--- src/rtl/seq_alu.sv ---
// seq_alu: handshaked sequential ALU with an iterative shifter.
//
// Accepts one op at a time through in_valid/in_ready. Non-shift ops and
// zero-distance shifts are computed on the accept edge and show up one cycle
// later. Shifts by a non-zero amount walk the operand SHIFT_STEP bits per cycle
// in the SHIFT state. The result is held in DONE until out_ready retires it.
//
// Ports:
//   clk       in   clock, rising edge
//   reset     in   synchronous active-high reset
//   in_valid  in   request valid
//   in_ready  out  request can be accepted (IDLE only)
//   op        in   [3:0] op code, sampled on accept
//   a, b      in   [XLEN-1:0] operands, sampled on accept
//   out_valid out  result valid (DONE only)
//   out_ready in   consumer takes the result
//   result    out  [XLEN-1:0] registered result
//   busy      out  high in SHIFT or DONE
module seq_alu #(
  parameter int unsigned XLEN       = 32,
  parameter int unsigned SHIFT_STEP = 1
) (
  input  logic            clk,
  input  logic            reset,
  input  logic            in_valid,
  output logic            in_ready,
  input  logic [3:0]      op,
  input  logic [XLEN-1:0] a,
  input  logic [XLEN-1:0] b,
  output logic            out_valid,
  input  logic            out_ready,
  output logic [XLEN-1:0] result,
  output logic            busy
);

  localparam int unsigned ShW  = $clog2(XLEN);
  localparam int unsigned CntW = ShW + 1;

  localparam logic [3:0] OpAdd  = 4'b0000;
  localparam logic [3:0] OpSub  = 4'b0001;
  localparam logic [3:0] OpAnd  = 4'b0010;
  localparam logic [3:0] OpOr   = 4'b0011;
  localparam logic [3:0] OpXor  = 4'b0100;
  localparam logic [3:0] OpSll  = 4'b0101;
  localparam logic [3:0] OpSrl  = 4'b0110;
  localparam logic [3:0] OpSra  = 4'b0111;
  localparam logic [3:0] OpSlt  = 4'b1000;
  localparam logic [3:0] OpSltu = 4'b1001;
  localparam logic [3:0] OpPass = 4'b1010;

  typedef enum logic [1:0] {StIdle, StShift, StDone} state_e;

  state_e          state_q, state_d;
  logic [3:0]      op_q, op_d;
  logic [XLEN-1:0] work_q, work_d;
  logic [XLEN-1:0] result_q, result_d;
  logic [CntW-1:0] rem_q, rem_d;

  logic [ShW-1:0]  shamt;
  logic            is_shift;
  logic [XLEN-1:0] alu_res;
  logic [CntW-1:0] step;
  logic [XLEN-1:0] shifted;

  assign shamt    = b[ShW-1:0];
  assign is_shift = (op == OpSll) || (op == OpSrl) || (op == OpSra);

  // Single-cycle results; shift ops land here only for shamt == 0.
  always_comb begin
    alu_res = '0;
    case (op)
      OpAdd:  alu_res = a + b;
      OpSub:  alu_res = a - b;
      OpAnd:  alu_res = a & b;
      OpOr:   alu_res = a | b;
      OpXor:  alu_res = a ^ b;
      OpSll,
      OpSrl,
      OpSra:  alu_res = a;
      OpSlt:  alu_res = {{(XLEN-1){1'b0}}, $signed(a) < $signed(b)};
      OpSltu: alu_res = {{(XLEN-1){1'b0}}, a < b};
      OpPass: alu_res = b;
      default: alu_res = '0;
    endcase
  end

  // Per-cycle distance is min(SHIFT_STEP, remaining).
  assign step = (rem_q > CntW'(SHIFT_STEP)) ? CntW'(SHIFT_STEP) : rem_q;

  // The arithmetic shift keeps the MSB of the working register, which is the
  // original a[XLEN-1] for the whole operation.
  always_comb begin
    shifted = work_q;
    case (op_q)
      OpSll:   shifted = work_q << step;
      OpSrl:   shifted = work_q >> step;
      default: shifted = $unsigned($signed(work_q) >>> step);
    endcase
  end

  always_comb begin
    state_d  = state_q;
    op_d     = op_q;
    work_d   = work_q;
    rem_d    = rem_q;
    result_d = result_q;
    case (state_q)
      StIdle: begin
        if (in_valid) begin
          op_d = op;
          if (is_shift && (shamt != '0)) begin
            work_d  = a;
            rem_d   = {1'b0, shamt};
            state_d = StShift;
          end else begin
            result_d = alu_res;
            state_d  = StDone;
          end
        end
      end
      StShift: begin
        work_d = shifted;
        rem_d  = rem_q - step;
        if (rem_q == step) begin
          result_d = shifted;
          state_d  = StDone;
        end
      end
      StDone: begin
        if (out_ready) state_d = StIdle;
      end
      default: state_d = StIdle;
    endcase
  end

  always_ff @(posedge clk) begin
    if (reset) begin
      state_q  <= StIdle;
      op_q     <= '0;
      work_q   <= '0;
      rem_q    <= '0;
      result_q <= '0;
    end else begin
      state_q  <= state_d;
      op_q     <= op_d;
      work_q   <= work_d;
      rem_q    <= rem_d;
      result_q <= result_d;
    end
  end

  assign in_ready  = (state_q == StIdle);
  assign out_valid = (state_q == StDone);
  assign busy      = (state_q != StIdle);
  assign result    = result_q;

endmodule

--- config.mk ---
export PLATFORM = sky130hd
export DESIGN_NAME = seq_alu
export DESIGN_NICKNAME = d
export VERILOG_FILES = /design/src/rtl/seq_alu.sv
export SDC_FILE = /design/constraint.sdc
export NUM_CORES = 1
export LEC_CHECK = 0
export BUFFER_PORTS_ARGS = -buffer_cell sky130_fd_sc_hd__buf_4
export CORE_MARGIN = 2
export CORE_UTILIZATION = 62
export CTS_BUF_LIST = sky130_fd_sc_hd__clkbuf_8
export CTS_CLUSTER_SIZE = 10
export DETAILED_ROUTE_END_ITERATION = 6
export PLACE_DENSITY_LB_ADDON = 0.12
export SLEW_MARGIN = 20
export SYNTH_ARGS = -nofsm -noshare
export SYNTH_HDL_FRONTEND = slang
export SYNTH_SLANG_ARGS = --single-unit
export TNS_END_PERCENT = 20
--- constraint.sdc ---
create_clock -name clk -period 3.9 [get_ports clk]
set_input_delay 0.78 -clock clk [delete_from_list [all_inputs] [get_ports clk]]
set_output_delay 0.78 -clock clk [all_outputs]
set_load 0.03 [all_outputs]
==> summary.md <==
The flow ran to the end, and the final reports show no timing, DRC or antenna violations. The mux contribution to synthesized area came out at 0.0690. The tools report the total global routing track utilization as 0.423.

The floorplan die area is 16100 sq um. The share of flip-flops with an asynchronous set or reset after synthesis works out to 0. The tools report the number of buffers inserted during clock tree synthesis as 9. Combinational family with the most area after synthesis: compound AO/OA/AOI/OAI gates.

The filler cells instantiated in the layout total 1254. The tools report the number of top-level design ports as 107. Maximum fanout along the worst path: 7. The number of input and output port buffers inserted is 106, and the placer congestion estimate is 1.07.

The H-tree generated during clock tree synthesis spans 3 levels. For the data required time of the worst path, the log shows 4.19 ns. The most common flop cell mapped by yosys is dfxtp_1.

Hold repair after CTS inserted 0 buffers. The clock passes through at most 2 buffers. The via count of the first global-routing pass was 10200. The via count of the routed design was 10900; the average via count per standard cell was 6.95.

In this run the worst hold path is classified as flip-flop to flip-flop. The number of placed cells counting well taps was 1551; the standby leakage power was 4.46 nW. The worst setup path is launched from a primary input.

The most numerous cell type found on the critical path is a21oi_1. The finished layout holds 1567 standard cells, fillers aside. The core region is 14600 sq um. The fraction of the mapped netlist area in adder cells was 0.135. The simple-gate area share of the yosys netlist is 0.197.

After detailed routing, the average wire length per cell comes to 22.1 microns. 0 antenna diodes ended up in the layout. The logic depth of the worst path, buffers included came out at 12. CTS placed an instance of clkbuf_8 at the clock tree root. For the worst max-slew margin expressed relative to the limit, the log shows 0.162. The later-pin clock latency in the skew report was 0.39 ns; the portion of the clock cycle consumed by the worst path in the final layout was 0.890. For the initial core utilization, the log shows 0.641. Number of gates resized after CTS: 0. The cell count after synthesis came out at 1306. Placed cell area: 10400 sq um. TritonCTS built the clock tree.

The violation count after the first detailed-routing iteration was 1322; the number of iterations in the first detailed-routing pass was 5. The cell area that synthesis handed to floorplanning was 9380 sq um. The area share of the largest cell type after synthesis was 0.162. The hold violation total from the final report was 0.

The run gives 1478 as the number of nets produced by synthesis. At the worst endpoint, the arrival time is 3.76 ns. The logs give 0 for the number of violations of the max-capacitance limit and 0.724 for the post-layout utilization of the core. The run gives 2.87 mW as the total power of the final layout. The detail route stage leaves a number of antenna-violating nets equal to 0.

Measured in cells, the most critical reg-to-reg path has a length of 9. Counting flops with a built-in enable in the synthesized netlist gives 0. The peak per-stage delay on the critical path came out at 0.56 ns. The actual transition at the worst max-transition pin was 1.26 ns; the sum of net half-perimeters after detailed placement was 26100 microns. In this run the horizontal extent of the chip is 127 microns. The signal on the critical path passes through buf_4, inv_1, ha_1, nor2_1, o311ai_1, a31oi_1, a2111oi_2, o21ai_0, a21oi_1, o221a_1, a21oi_1, o21a_1. During synthesis, Yosys emitted a total of 0 warnings. The tools report the number of design rule violations left after detail routing as 0.

The slowest stage of the critical path belongs to the cell a2111oi_2. On the critical path the largest part of the delay comes from compound AO/OA/AOI/OAI gates. The number of sinks on the clock net was 76; the average size of a mapped cell was 7.18 sq um. The final net count came out at 1550.

In this run the post-CTS setup repair buffer count came out at 0. After clock tree synthesis, the clock-pin slew on the worst setup and hold paths is 0.10 ns. Across the routed clock network, the largest skew measured is 0.0168 ns. The number of storage elements in the synthesis netlist was 76. The run gives 54700 microns as the first-pass GRT wire length.

The library cell used most frequently in the layout, excluding fill and tap cells, is nor2_1. The run gives 56 as the largest net degree at the start of global routing. In the layout the commonest cells are nor2_1 (160), buf_4 (146), a21oi_1 (120). The count of distinct cell types in the synthesized netlist came out at 91. The final layout contains routed wiring with a total length of 34700 microns. Critical path class: primary input to flip-flop.

In the post-synthesis netlist, the biggest area contributors are dfxtp_1 (16%), ha_1 (13%), a21oi_1 (6.5%). The number of antenna violations at the first check in global routing is 0, and the final critical path time including I/O delays and setup is 3.47 ns. Of all cell types, the one taking the most synthesized area is dfxtp_1. Fraction of final layout cells with drive strength greater than 1: 0.152. The worst setup path is captured at a flip-flop. Worst hold path depth: 2. Setup total negative slack on the finished layout was measured at 0 ns. The fraction of the yosys area taken by sequential cells is 0.162, and the die height is 127 microns. The xor/xnor share of the synthesized area is 0.0168. The final-report setup violation count was 0; the standard-cell row count was 44. VDD sags by at most 0.000241 V.

The number of buffer and inverter instances along the worst setup path is 2. Setup repair after global routing left no endpoint under its margin. Power spread over the standard cell area amounts to 271 nW/um^2. Max-slew violation count: 0. The complex-gate fraction of the synthesized area works out to 0.340.

Summed over all layers, the global routing overflow is 0. After routing the design area is 10600 sq um. The highest attainable clock frequency was 288 MHz; the area added between synthesis and finish was 13.0%.
-- metal layers --
layer	track usage	vias to the layer above	share of wire
met4	0.171	0	0.045
met3	0.0838	133	0.11
met5	0	-	0
li1	-	4925	-
met2	0.670	757	0.43
met1	0.567	5069	0.41
-- final cells by class --
type	instances	area, sq um	area share
clock buffer	9	124	0.0117
clock inverter	7	67.6	0.00637
inverter	103	387	0.0365
multi-input combinational	1041	7160	0.675
sequential	76	1520	0.143
tap	184	230	0.0217
timing repair buffer	147	1120	0.105
-- worst register-to-register path: stages (launching register included) --
cell      delay, ns
dfxtp_1        0.37
or3_1          0.45
o31ai_1        0.46
ha_1           0.24
nand4b_1       0.24
a21o_1         0.28
nor2_1         0.27
nand2_1        0.41
o32a_1         0.46
o21ai_0        0.07
-- cells in the mapped netlist (10+ instances only) --
cell / n
nor2_1: 160
a21oi_1: 121
nand2_1: 103
inv_1: 101
ha_1: 98
dfxtp_1: 76
o21ai_0: 76
clkbuf_1: 61
mux2i_1: 50
a221oi_1: 34
a211oi_1: 32
nor3_1: 32
nand3_1: 24
buf_2: 19
o211ai_1: 19
o22ai_1: 17
xnor2_1: 15
a31oi_1: 13
mux2_2: 13
o21a_1: 12
o31ai_1: 12
a21o_1: 11
a221o_1: 11
nor2b_1: 10
o21bai_1: 10
or3_1: 10
-- sequential cells by signal, indices dropped and copies added, names as in the netlist --
signal	cells
rem_q	6
result	32
work_q	32
state_q	2
op_q	4
-- stage by stage --
| stage | hold WS, ns | setup slack [ns] |
|---|---|---|
| 2_1_floorplan | 0.474 | 0.511 |
| 3_5_place_dp | 0.477 | 0.135 |
| 6_report | 0.493 | 0.428 |
| 3_3_place_gp | 0.473 | 0.232 |
| 4_1_cts | 0.491 | 0.548 |
| 5_1_grt | 0.521 | 0.277 |
-- final timing paths --
path	end	startpoint	slack, ns
setup / recovery	result[27]	b[1]	0.43
hold / removal	result[21]	result[21]	0.49
setup reg to reg	result[19]	rem_q[2]	0.58
hold reg to reg	result[21]	result[21]	0.49
-- logic make-up after synthesis --
family	count (synthesis)
buf+inv	189
mux	63
fa+ha+maj	100
xor+xnor	18
compound gates	458
flops	76
simple gates	402
-- power by group --
group          switching [mW]  internal, mW
logic                   0.856         0.497
registers              0.0484         0.828
clock network           0.394         0.246
Power figures use the tool's default switching activity.
